<file path="src/rtl/multdiv_iter.sv">
// Iterative signed multiply/divide unit: shift-add multiply and restoring divide on
// operand magnitudes, one bit per cycle, returning result/exception/tag with a ready pulse.
module multdiv_iter #(
  parameter int WIDTH = 32,
  parameter int TAG_W = 5
) (
  input  logic             clock,
  input  logic             reset,
  input  logic             ctrl_MULT,
  input  logic             ctrl_DIV,
  input  logic [WIDTH-1:0] data_operandA,
  input  logic [WIDTH-1:0] data_operandB,
  input  logic [TAG_W-1:0] tag_in,
  output logic [WIDTH-1:0] data_result,
  output logic             data_exception,
  output logic             data_resultRDY,
  output logic [TAG_W-1:0] tag_out,
  output logic             busy
);

  localparam int CNT_W = $clog2(WIDTH) + 1;
  localparam int ACC_W = 2 * WIDTH + 1;
  localparam logic [CNT_W-1:0] CNT_LAST = CNT_W'(WIDTH);

  typedef enum logic [1:0] {S_IDLE, S_MUL, S_DIV, S_DONE} state_t;

  state_t             state_q, state_d;
  logic [CNT_W-1:0]   cnt_q, cnt_d;
  logic [ACC_W-1:0]   acc_q, acc_d;
  logic [WIDTH-1:0]   opnd_q, opnd_d;
  logic               neg_q, neg_d;
  logic               bzero_q, bzero_d;
  logic [TAG_W-1:0]   tag_q, tag_d;
  logic [WIDTH-1:0]   result_q, result_d;
  logic               exc_q, exc_d;
  logic               rdy_q, rdy_d;
  logic [TAG_W-1:0]   tag_out_q, tag_out_d;
  logic               busy_q, busy_d;

  // Unsigned magnitudes; the most-negative value maps to 2^(WIDTH-1), which still fits.
  logic [WIDTH-1:0]   mag_a, mag_b;
  logic               start;
  logic [WIDTH:0]     mul_sum;
  logic [ACC_W-1:0]   div_sh;
  logic [WIDTH:0]     div_trial;
  logic [2*WIDTH-1:0] prod_s;
  logic [WIDTH:0]     prod_top;
  logic [WIDTH-1:0]   quot_s;

  assign mag_a = data_operandA[WIDTH-1] ? -data_operandA : data_operandA;
  assign mag_b = data_operandB[WIDTH-1] ? -data_operandB : data_operandB;
  assign start = ctrl_MULT | ctrl_DIV;

  // acc holds {upper partial/remainder (WIDTH+1), multiplier/quotient (WIDTH)}.
  assign mul_sum   = acc_q[2*WIDTH:WIDTH] + (acc_q[0] ? {1'b0, opnd_q} : {(WIDTH+1){1'b0}});
  assign div_sh    = {acc_q[2*WIDTH-1:0], 1'b0};
  assign div_trial = div_sh[2*WIDTH:WIDTH] - {1'b0, opnd_q};
  assign prod_s    = neg_q ? -acc_q[2*WIDTH-1:0] : acc_q[2*WIDTH-1:0];
  assign prod_top  = prod_s[2*WIDTH-1:WIDTH-1];
  assign quot_s    = neg_q ? -acc_q[WIDTH-1:0] : acc_q[WIDTH-1:0];

  always_comb begin
    state_d   = state_q;
    cnt_d     = cnt_q;
    acc_d     = acc_q;
    opnd_d    = opnd_q;
    neg_d     = neg_q;
    bzero_d   = bzero_q;
    tag_d     = tag_q;
    result_d  = result_q;
    exc_d     = exc_q;
    rdy_d     = 1'b0;
    tag_out_d = tag_out_q;
    busy_d    = busy_q;
    case (state_q)
      S_IDLE, S_DONE: begin
        state_d = S_IDLE;
        busy_d  = 1'b0;
        if (start) begin
          busy_d  = 1'b1;
          cnt_d   = '0;
          tag_d   = tag_in;
          neg_d   = data_operandA[WIDTH-1] ^ data_operandB[WIDTH-1];
          bzero_d = (data_operandB == '0);
          if (ctrl_MULT) begin
            state_d = S_MUL;
            opnd_d  = mag_a;
            acc_d   = {{(WIDTH+1){1'b0}}, mag_b};
          end else begin
            state_d = S_DIV;
            opnd_d  = mag_b;
            acc_d   = {{(WIDTH+1){1'b0}}, mag_a};
          end
        end
      end
      S_MUL: begin
        if (cnt_q == CNT_LAST) begin
          state_d   = S_DONE;
          rdy_d     = 1'b1;
          busy_d    = 1'b0;
          tag_out_d = tag_q;
          result_d  = prod_s[WIDTH-1:0];
          exc_d     = ~(&prod_top | ~|prod_top);
        end else begin
          acc_d = {1'b0, mul_sum, acc_q[WIDTH-1:1]};
          cnt_d = cnt_q + CNT_W'(1);
        end
      end
      S_DIV: begin
        // A zero divisor skips the iterations and finishes on the first cycle.
        if (bzero_q || cnt_q == CNT_LAST) begin
          state_d   = S_DONE;
          rdy_d     = 1'b1;
          busy_d    = 1'b0;
          tag_out_d = tag_q;
          result_d  = bzero_q ? '0 : quot_s;
          exc_d     = bzero_q | (~neg_q & acc_q[WIDTH-1]);
        end else begin
          acc_d = div_trial[WIDTH] ? div_sh : {div_trial, div_sh[WIDTH-1:1], 1'b1};
          cnt_d = cnt_q + CNT_W'(1);
        end
      end
      default: state_d = S_IDLE;
    endcase
  end

  always_ff @(posedge clock) begin
    if (reset) begin
      state_q   <= S_IDLE;
      cnt_q     <= '0;
      acc_q     <= '0;
      opnd_q    <= '0;
      neg_q     <= 1'b0;
      bzero_q   <= 1'b0;
      tag_q     <= '0;
      result_q  <= '0;
      exc_q     <= 1'b0;
      rdy_q     <= 1'b0;
      tag_out_q <= '0;
      busy_q    <= 1'b0;
    end else begin
      state_q   <= state_d;
      cnt_q     <= cnt_d;
      acc_q     <= acc_d;
      opnd_q    <= opnd_d;
      neg_q     <= neg_d;
      bzero_q   <= bzero_d;
      tag_q     <= tag_d;
      result_q  <= result_d;
      exc_q     <= exc_d;
      rdy_q     <= rdy_d;
      tag_out_q <= tag_out_d;
      busy_q    <= busy_d;
    end
  end

  assign data_result    = result_q;
  assign data_exception = exc_q;
  assign data_resultRDY = rdy_q;
  assign tag_out        = tag_out_q;
  assign busy           = busy_q;

endmodule
</file>
<file path="config.mk">
export PLATFORM = sky130hd
export DESIGN_NAME = multdiv_iter
export DESIGN_NICKNAME = d
export VERILOG_FILES = /design/src/rtl/multdiv_iter.sv
export SDC_FILE = /design/constraint.sdc
export NUM_CORES = 1
export LEC_CHECK = 0
export CAP_MARGIN = 25
export CELL_PAD_IN_SITES_DETAIL_PLACEMENT = 0
export CELL_PAD_IN_SITES_GLOBAL_PLACEMENT = 1
export CORE_MARGIN = 3
export CORE_UTILIZATION = 30
export CTS_BUF_LIST = sky130_fd_sc_hd__clkbuf_4 sky130_fd_sc_hd__clkbuf_8 sky130_fd_sc_hd__clkbuf_16
export DETAILED_ROUTE_END_ITERATION = 8
export PLACE_DENSITY = 0.58
export RECOVER_POWER = 50
export REMOVE_ABC_BUFFERS = 1
export SLEW_MARGIN = 20
export SYNTH_ARGS = -nofsm -noshare
export SYNTH_HDL_FRONTEND = slang
export SYNTH_SLANG_ARGS = --single-unit
</file>
<file path="constraint.sdc">
create_clock -name clock -period 4.8 [get_ports clock]
set_input_delay 1.2 -clock clock [delete_from_list [all_inputs] [get_ports clock]]
set_output_delay 1.2 -clock clock [all_outputs]
set_load 0.01 [all_outputs]
</file>
After elaboration in Yosys (flattened, before gate mapping):

Index checks and enable logic that the tools add are counted.

* add/sub/neg operators: 7
* multiplexer cells: 38
* bitwise logic cells: 7
* reduce and logical (&&, ||, !) cells: 12
* eq/ne operators: 9

Operator list (count)
* $mux 32: 9
* $mux 65: 4
* $pmux 65 s3: 1
* $neg 32->32: 3
* $mux 64: 1
* $neg 64->64: 1
* $pmux 32 s2: 1
* $add 33x32->33: 1
* $reduce_and 33->1: 1
* $reduce_or 33->1: 1
* $sub 33x32->33: 1
* $logic_not 32->1: 1
* $mux 6: 3
* $pmux 6 s3: 1
* $mux 5: 2
* $ne 2x2->1 const B: 5
* $pmux 5 s2: 1
* $mux 2: 4
* $mux 1: 7
* $add 6x1->6 const B: 1
* $eq 6x6->1 const B: 1
* $pmux 2 s3: 1
* $reduce_and 3->1: 2
* $eq 2x2->1 const B: 2
* 13 further kinds: 18

* flip-flop bits (word level): 152
* input bits: 73
* logic and storage cells: 85

Longest topological paths before layout:

Gate-level depths: netlist (run 1).

* depth after elaboration: 8
* depth in mapped cells: 20

Worst setup path before layout (run 1):

Ideal clock, no wire load.

* kind: register to register
* start: register acc_q[31]
* end: register acc_q[50]
* path slack: 0.743 ns
* stages on the path, launching flop included: 20
* required time: 4.680 ns
* arrival: 3.938 ns
* path buffers: 2
* clock period less this slack: 4.057 ns
* cell sequence: dfxtp_1 > inv_1 > ha_1 > fa_1 > nor2b_1 > o31a_1 > a211oi_1 > o21ai_0 > a31oi_1 > o311a_1 > nor2b_1 > o21ai_0 > nand2b_1 > ha_1 > buf_1 > clkbuf_1 > nor2_1 > a22oi_1 > o21ai_0 > o21bai_1

* cells in the longest elaborated chain, start to end: 4

RTL lines
* start: declaration: RTL line 29 `logic [ACC_W-1:0] acc_q, acc_d;`
* start signal: assignment: RTL line 131 `acc_q <= '0;`
* start signal: assignment: RTL line 144 `acc_q <= acc_d;`
* $sub 33x32->33: RTL line 57 `assign div_trial = div_sh[2*WIDTH:WIDTH] - {1'b0, opnd_q};`
* $mux 65: RTL line 119 `acc_d = div_trial[WIDTH] ? div_sh : {div_trial, div_sh[WIDTH-1:1], 1'b1};`
* $mux 65: RTL line 111 `if (bzero_q || cnt_q == CNT_LAST) begin`
* $pmux 65 s3: RTL line 75 `case (state_q)`

No other way between the ends. The select of a mux whose other input is x is not followed.
A chain may end at the register's enable or synchronous reset.

Final worst setup path (run 1):

* start: register acc_q[1]
* end: register exc_q, in the netlist data_exception

* cells in the longest elaborated chain, start to end: 8

RTL lines
* $neg 64->64 *: RTL line 58 `assign prod_s = neg_q ? -acc_q[2*WIDTH-1:0] : acc_q[2*WIDTH-1:0];`
* $mux 64 *: RTL line 58
* $reduce_or 33->1: RTL line 103 `exc_d = ~(&prod_top | ~|prod_top);`
* $logic_not 1->1: RTL line 103
* $or 1x1->1 *: RTL line 103
* $not 1->1 *: RTL line 103
* $mux 1 *: RTL line 97 `if (cnt_q == CNT_LAST) begin`
* $pmux 1 s2 *: RTL line 75
* end signal: assignment: RTL line 137 `exc_q <= 1'b0;`
* end signal: assignment: RTL line 150 `exc_q <= exc_d;`
* end: declaration: RTL line 35 `logic exc_q, exc_d;`

Mark *: on every way between the ends. The rest lies on a longest branch, timed or not. The select of a mux whose other input is x is not followed.

==> out/results.md, run 1 <==
### Logic synthesis
• 0 — Yosys warnings
• 13,700 sq um — netlist area before placement
• 7.44 sq um — Avg Inst Size Synth
• sky130_fd_sc_hd__dfxtp_1 — top_reg_cell synth
• 22.3% — sequential-to-total area share from yosys stat
• 0 — count of flip-flops with a built-in enable after synthesis
• 1,837 — cell count after synthesis
• 0% — async set or reset register ratio after synthesis
• 86 — count of cell types in the netlist
• 152 — flop and latch count out of synthesis

### Power and ir drop
• 7.74 mW — overall power
• 3.83 mW — cell internal power dissipation
• 6.22 nW — Leakage Power
• 482 nW/um^2 — Power Dens Cells
• 50.4% — share of total power consumed by net switching
• 58.3% — Comb pwr share
• 24.3% — sequential power share
• 3.90 mW — switching power
• 17.4% — share of total power in the clock network
• 392 uV — IR Drop Worst-Case VDD

### Global routing
• 0 — initial antenna violation count
• 83,700 um — global-route wire length before repair
• 22.6% — overall global routing resource usage
• 82 — largest net degree at the start of global routing
• 13,687 — number of global-route vias before repair
• 0 — overflow left after global routing

### Die
• 44,600 sq um — area inside the core boundary
• 48,200 sq um — DIE AREA
• 77 — Row Count
• 113 — # IOs
• 30.7% — initial standard-cell utilization of the core
• 219 um — height of the chip
• 219 um — horizontal die dimension

### Layout
• 2,508 — number of standard cells in the final layout excluding fillers
• 4,786 — count of fill cells added during filler insertion
• 2,050 — total number of nets in the final design
• 7.25% — share of layout cells above drive strength 1
• 0 — number of antenna repair diodes
• 17.2% — signed area change from the synthesized netlist to the final layout
• 16,000 sq um — design area

### Flow run
• 2 — max-cap check violation count

### Placement
• 112 — count of buffers inserted at the top-level ports
• 42,100 um — total half-perimeter wirelength after legalization and detailed placement
• 15,500 sq um — cell area after placement
• 0.906 — GPL Wtd Cong
• 2,475 — # placed instances

### Drt
• 21.8 um — routed length per instance
• 0 — remaining antenna violation count after routing
• 6 — number of iterations in the first detailed-routing pass
• 14,250 — total via count after detailed routing
• 0 — detailed-route DRC error count
• 5.68 — mean number of vias per cell
• 54,800 um — total length of routed wires
• 1,132 — count of routing violations after the opening detailed-route iteration

### Clock network
• sky130_fd_sc_hd__clkbuf_16 — root buffer cell
• 4 — H-tree Lvls
• 0.46 ns — Clk Latency, worst-skew pair
• 0 — Post-CTS Setup Inserts
• 17 — cts bufs inserted
• 2 — Max Buffers Root-to-Sink
• 152 — CTS sink cnt
• 0.07 ns — CTS clk-pin slew, worst paths
• built — TritonCTS clock tree

### Timing
• 2.03 ns — Least-Margin Pin Slew
• 4.41 ns — Min Clock Period, post-route
• 0 — final hold violation count
• 131 — final max-slew violation count
• no — unrepaired setup endpoints after global routing
• 227 MHz — Max Freq
• 0.0105 ns — worst clock skew
• 0.454 ns — worst slack on hold paths
• -35.4% — Rel. slew slack
• 91.9% — portion of the clock cycle consumed by the worst path in the final layout
• 0 ns — total negative setup slack
• 0 — endpoints failing setup

### Setup path
• 7 — Critical Path Fanout Max
• flop — Critical Path Source Type
• flop — kind of capture point of the worst setup path
• 4.69 ns — CP arrival
• flop to flop — category of the most critical setup path
• 5.08 ns — Worst EP required

### Run status
• max-capacitance violations, max-slew violations — violated checks
• complete, but fails checks — run status

### Min path
• flop to flop — path class of the lowest-slack min-delay path

logic make-up after synthesis:
logic type | after synthesis | share of synthesized area (%)
xor gates and xnor gates | 168 | 10.8
buffers and inverters | 209 | 6.43
DFF | 152 | 22.3
and+or+nand+nor | 613 | 21.6
muxes | 40 | 3.00
adders and majority gates | 74 | 6.88
AOI/OAI and AO/OA | 581 | 29.1
per-stage QoR:
step                      utilization [%]  worst slack, ns
after floorplan                         -          -0.0652
after global placement               34.7            0.271
after detailed placement             34.7            0.132
after CTS                            36.0            0.296
after global routing                 35.9           0.0726
final                                35.9            0.387
critical path: stages, from the launching register on:
cell,delay (ns)
sky130_fd_sc_hd__dfxtp_1,0.40
sky130_fd_sc_hd__inv_1,0.11
sky130_fd_sc_hd__ha_1,0.21
sky130_fd_sc_hd__or4b_1,0.55
sky130_fd_sc_hd__nor4_1,0.30
sky130_fd_sc_hd__buf_4,0.21
sky130_fd_sc_hd__nand4b_1,0.43
sky130_fd_sc_hd__o41ai_2,0.48
sky130_fd_sc_hd__xor2_1,0.31
sky130_fd_sc_hd__nand3_1,0.11
sky130_fd_sc_hd__or4_1,0.49
sky130_fd_sc_hd__nor4_2,0.45
sky130_fd_sc_hd__o32ai_1,0.16
flip-flops by register name (all words and copies together) (netlist names):
name	cells
acc_q	65
data_result	32
opnd_q	32
cnt_q	6
tag_out	5
tag_q	5
state_q	2
busy	1
bzero_q	1
data_exception	1
data_resultRDY	1
neg_q	1
layout by cell type, fill, tap and decap left out, types with 13 or more instances in the layout:
master,instances
sky130_fd_sc_hd__a21oi_1,111
sky130_fd_sc_hd__nor2_1,204
sky130_fd_sc_hd__inv_1,76
sky130_fd_sc_hd__dfxtp_1,151
sky130_fd_sc_hd__buf_4,60
sky130_fd_sc_hd__mux2i_1,32
sky130_fd_sc_hd__ha_1,72
sky130_fd_sc_hd__a22oi_1,49
sky130_fd_sc_hd__nand2_1,168
sky130_fd_sc_hd__o22ai_1,18
sky130_fd_sc_hd__o21ai_0,119
sky130_fd_sc_hd__a21o_1,28
sky130_fd_sc_hd__a211oi_1,36
sky130_fd_sc_hd__o41ai_1,20
sky130_fd_sc_hd__nand3_1,36
sky130_fd_sc_hd__nor3_1,31
sky130_fd_sc_hd__xor2_1,80
sky130_fd_sc_hd__clkbuf_16,17
sky130_fd_sc_hd__clkdlybuf4s50_1,70
sky130_fd_sc_hd__xnor2_1,88
sky130_fd_sc_hd__dlygate4sd3_1,40
sky130_fd_sc_hd__nand4_1,21
sky130_fd_sc_hd__o211ai_1,28
sky130_fd_sc_hd__o31ai_1,45
sky130_fd_sc_hd__nor4_1,23
sky130_fd_sc_hd__or4_1,13
sky130_fd_sc_hd__nand2b_1,14
sky130_fd_sc_hd__a222oi_1,19
sky130_fd_sc_hd__o21a_1,14
sky130_fd_sc_hd__or3_1,23
routing by layer:
metal	vias to the layer above	global-route usage (%)	part of all wire, %
met4	0	6.31	2.4
met3	52	3.12	5.3
li1	6899	-	-
met1	6849	32.1	48
met5	-	0	0
met2	450	35.5	45
cells in the mapped netlist, types with 28 or more instances:
cell type	number	area [sq um]
sky130_fd_sc_hd__nor2_1	207	777
sky130_fd_sc_hd__nand2_1	168	631
sky130_fd_sc_hd__dfxtp_1	152	3040
sky130_fd_sc_hd__o21ai_0	119	596
sky130_fd_sc_hd__a21oi_1	111	556
sky130_fd_sc_hd__clkbuf_1	106	398
sky130_fd_sc_hd__xnor2_1	88	771
sky130_fd_sc_hd__xor2_1	80	701
sky130_fd_sc_hd__inv_1	76	285
sky130_fd_sc_hd__ha_1	72	901
sky130_fd_sc_hd__a22oi_1	49	368
sky130_fd_sc_hd__o31ai_1	45	338
sky130_fd_sc_hd__a211oi_1	36	270
sky130_fd_sc_hd__nand3_1	36	180
sky130_fd_sc_hd__mux2i_1	32	320
sky130_fd_sc_hd__nor3_1	31	155
sky130_fd_sc_hd__a21o_1	28	210
sky130_fd_sc_hd__o211ai_1	28	210
final cells by class:
| type | count | area, sq um | share of cell area [%] |
|---|---|---|---|
| inverters | 76 | 285 | 1.78 |
| clock buffers | 19 | 453 | 2.83 |
| repair buffers | 180 | 1620 | 10.1 |
| well taps | 592 | 741 | 4.62 |
| clock inverters | 13 | 111 | 0.695 |
| multi-input cells | 1476 | 9770 | 61.0 |
| flip-flops and latches | 152 | 3040 | 19.0 |
path summary, 6_finish.rpt:
path / from / end / slack, ns / depth (start not counted)
worst min register to register: opnd_q[2] / opnd_q[2] / 0.45 / 2
worst min-delay path: opnd_q[2] / opnd_q[2] / 0.45 / 2
worst max-delay path: acc_q[1] / data_exception / 0.39 / 12
worst max register to register: acc_q[1] / data_exception / 0.39 / 12
timing repair:
item / CTS / global route
hold buffers: 0 / 0
gates resized for setup: 0 / 1
endpoints found under the setup margin: 0 / 1
power by group through the flow:
stage	Sequential [mW]	Combinational [mW]	Clock, mW
floorplan	1.81	2.84	0
global placement	1.90	4.50	0
detailed placement	1.90	4.49	0
CTS	1.87	4.52	1.38
global route	1.91	4.93	1.43
finish	1.88	4.51	1.35
Note: power is estimated with default switching activity, not from simulation.
==> run 2, diff against run 1 <==
Settings changed: CORE_ASPECT_RATIO set to 1.5, SLEW_MARGIN 20 to not set.
==> run 2 against run 1 <==
Hold slack improved by 0.0048 ns. Clock power rose by 5%. Flip-flop and latch count stayed put. Clock-buffer cell count fell by 2. The run still ends with max-capacitance violations, max-slew violations left. Register-to-register slack about the same. Power rose by 2.5%. Largest power group unchanged. Sequential share of layout area fell by 0.17 points.
==> out/results.md, run 2 (synthesis gave the netlist of run 1 again) <==
### Min path
• opnd_q[2] — startpoint of the most critical hold path
• flop to flop — path class of the lowest-slack min-delay path
• 2 — Hold Path Depth
• opnd_q[2] — hold worst-path end

### Clock network
• 0 — Post-CTS Setup Inserts
• 0 — CTS Hold Buffers Added
• 4 — H-tree Lvls
• sky130_fd_sc_hd__clkbuf_16 — root buffer cell
• 2 — Max Buffers Root-to-Sink
• 0.08 ns — CTS clk-pin slew, worst paths
• 152 — CTS sink cnt
• 0.46 ns — Clk Latency, worst-skew pair
• built — TritonCTS clock tree
• 0 — number of cells upsized or downsized after cts
• 17 — cts bufs inserted

### Timing
• 91.7% — portion of the clock cycle consumed by the worst path in the final layout
• 0 — endpoints failing setup
• 1.84 ns — Least-Margin Pin Slew
• 0 ns — total negative setup slack
• 227 MHz — Max Freq
• -22.8% — Rel. slew slack
• 0 — final hold violation count
• 0.0171 ns — worst clock skew
• 160 — final max-slew violation count
• 4.40 ns — Min Clock Period, post-route
• no — unrepaired setup endpoints after global routing

### Drt
• 23.1 um — routed length per instance
• 0 — remaining antenna violation count after routing
• 57,900 um — total length of routed wires
• 1,141 — count of routing violations after the opening detailed-route iteration
• 7 — number of iterations in the first detailed-routing pass
• 5.72 — mean number of vias per cell
• 14,377 — total via count after detailed routing
• 0 — detailed-route DRC error count

### Setup path
• opnd_q[6] — beginning of the worst register-to-register path
• flop — Critical Path Source Type
• 6 — Critical Path Fanout Max
• flop — kind of capture point of the worst setup path
• 4.68 ns — CP arrival
• flop to flop — category of the most critical setup path
• 5.08 ns — Worst EP required
• acc_q[60] — capture instance of the worst register-to-register path
• 0.40 ns — setup slack of the worst register-to-register path
• opnd_q[6] — CP startpoint
• 18 — depth of the worst register-to-register path

### Layout
• 0 — number of antenna repair diodes
• acc_q — largest register by flop count
• 2,513 — number of standard cells in the final layout excluding fillers
• 7.87% — share of layout cells above drive strength 1
• sky130_fd_sc_hd__nor2_1 (204), sky130_fd_sc_hd__nand2_1 (168), sky130_fd_sc_hd__dfxtp_1 (151) — top library cells by usage in the layout, fill and taps aside
• sky130_fd_sc_hd__nor2_1 — most common cell after layout, fill and taps aside
• 65 — Largest register FFs
• 2,065 — total number of nets in the final design
• 18.3% — signed area change from the synthesized netlist to the final layout

### Die
• 267 um — height of the chip
• 44,900 sq um — area inside the core boundary
• 180 um — horizontal die dimension
• 48,200 sq um — DIE AREA
• 30.4% — initial standard-cell utilization of the core
• 95 — Row Count
• 113 — # IOs

### Power and ir drop
• 7.93 mW — overall power
• 224 uV — IR Drop Worst-Case VDD
• 6.33 nW — Leakage Power
• 490 nW/um^2 — Power Dens Cells

### Run status
• complete, but fails checks — run status
• max-capacitance violations, max-slew violations — violated checks

### Placement
• 2,481 — # placed instances
• 45,100 um — total half-perimeter wirelength after legalization and detailed placement
• 0.904 — GPL Wtd Cong
• 112 — count of buffers inserted at the top-level ports

### Global routing
• 14,378 — number of global-route vias before repair
• 87,600 um — global-route wire length before repair
• 0 — overflow left after global routing
• 23.3% — overall global routing resource usage
• 0 — initial antenna violation count
• 77 — largest net degree at the start of global routing

### Flow run
• 4 — max-cap check violation count

==> run 2: changes by cell type in the layout (fill, tap and decap cells not counted), moves of 2 or more <==
cell / delta
sky130_fd_sc_hd__buf_4: +15
sky130_fd_sc_hd__inv_8: +5
sky130_fd_sc_hd__clkinvlp_4: -4
sky130_fd_sc_hd__clkbuf_2: -3
sky130_fd_sc_hd__inv_6: -2
sky130_fd_sc_hd__buf_12: +2
sky130_fd_sc_hd__clkbuf_8: -2
sky130_fd_sc_hd__clkinv_8: +4
sky130_fd_sc_hd__o21ai_0: +2
==> run 2: worst max path at each step <==
stage          slack [ns]        end  depth (start not counted)
6_report             0.40  acc_q[60]                         18
5_1_grt              0.09  acc_q[60]                         18
4_1_cts              0.42  acc_q[60]                         18
3_5_place_dp         0.15  acc_q[31]                         10
3_3_place_gp         0.12  acc_q[31]                         10
2_1_floorplan       -0.07  acc_q[59]                          7
==> run 2: critical path, cell delays in order, from the launching register on <==
cell and delay, ns:
sky130_fd_sc_hd__dfxtp_1 0.34, sky130_fd_sc_hd__inv_1 0.06, sky130_fd_sc_hd__ha_1 0.34, sky130_fd_sc_hd__a21oi_1 0.32, sky130_fd_sc_hd__a21oi_1 0.20, sky130_fd_sc_hd__a211oi_1 0.37
sky130_fd_sc_hd__o21ai_0 0.16, sky130_fd_sc_hd__buf_4 0.17, sky130_fd_sc_hd__a31oi_1 0.34, sky130_fd_sc_hd__o311a_1 0.26, sky130_fd_sc_hd__nor2b_1 0.05, sky130_fd_sc_hd__o21ai_0 0.15
sky130_fd_sc_hd__nand2b_1 0.08, sky130_fd_sc_hd__ha_1 0.36, sky130_fd_sc_hd__buf_4 0.17, sky130_fd_sc_hd__mux2_2 0.33, sky130_fd_sc_hd__a32o_1 0.25, sky130_fd_sc_hd__a41oi_1 0.17
sky130_fd_sc_hd__o32ai_1 0.11
==> run 2: report_power, final <==
part / internal, mW / switching (mW) / total, mW
combinational: 1.67 / 2.98 / 4.65
sequential: 1.51 / 0.350 / 1.86
clock: 0.707 / 0.711 / 1.42
==> run 2: metal layers <==
| metal | vias up | GRT usage (%) | share of wire [%] |
|---|---|---|---|
| met5 | - | 0 | 0 |
| met4 | 0 | 9.11 | 3.8 |
| met2 | 418 | 45.4 | 53 |
| li1 | 6927 | - | - |
| met3 | 102 | 2.17 | 3.4 |
| met1 | 6930 | 26.0 | 39 |
==> run 2: cell type report <==
type                    instances  area (sq um)
clock buffers                  17           425
clock inverters                15           176
fillers                      4842         28800
inverters                      76           285
multi-input cells            1476          9760
flip-flops and latches        152          3040
well taps                     582           728
repair buffers                195          1750
==> run 2: metrics by stage <==
| step | hold WS [ns] | utilization [%] | cell area (sq um) | setup WS [ns] |
|---|---|---|---|---|
| finish | 0.458 | 36.0 | 16200 | 0.397 |
| global route | 0.479 | 36.0 | 16200 | 0.0899 |
| CTS | 0.460 | 36.1 | 16200 | 0.422 |
| detailed placement | 0.449 | 34.7 | 15600 | 0.151 |
| global placement | 0.444 | 34.7 | 15600 | 0.124 |
| floorplan | 0.426 | - | 13100 | -0.0652 |
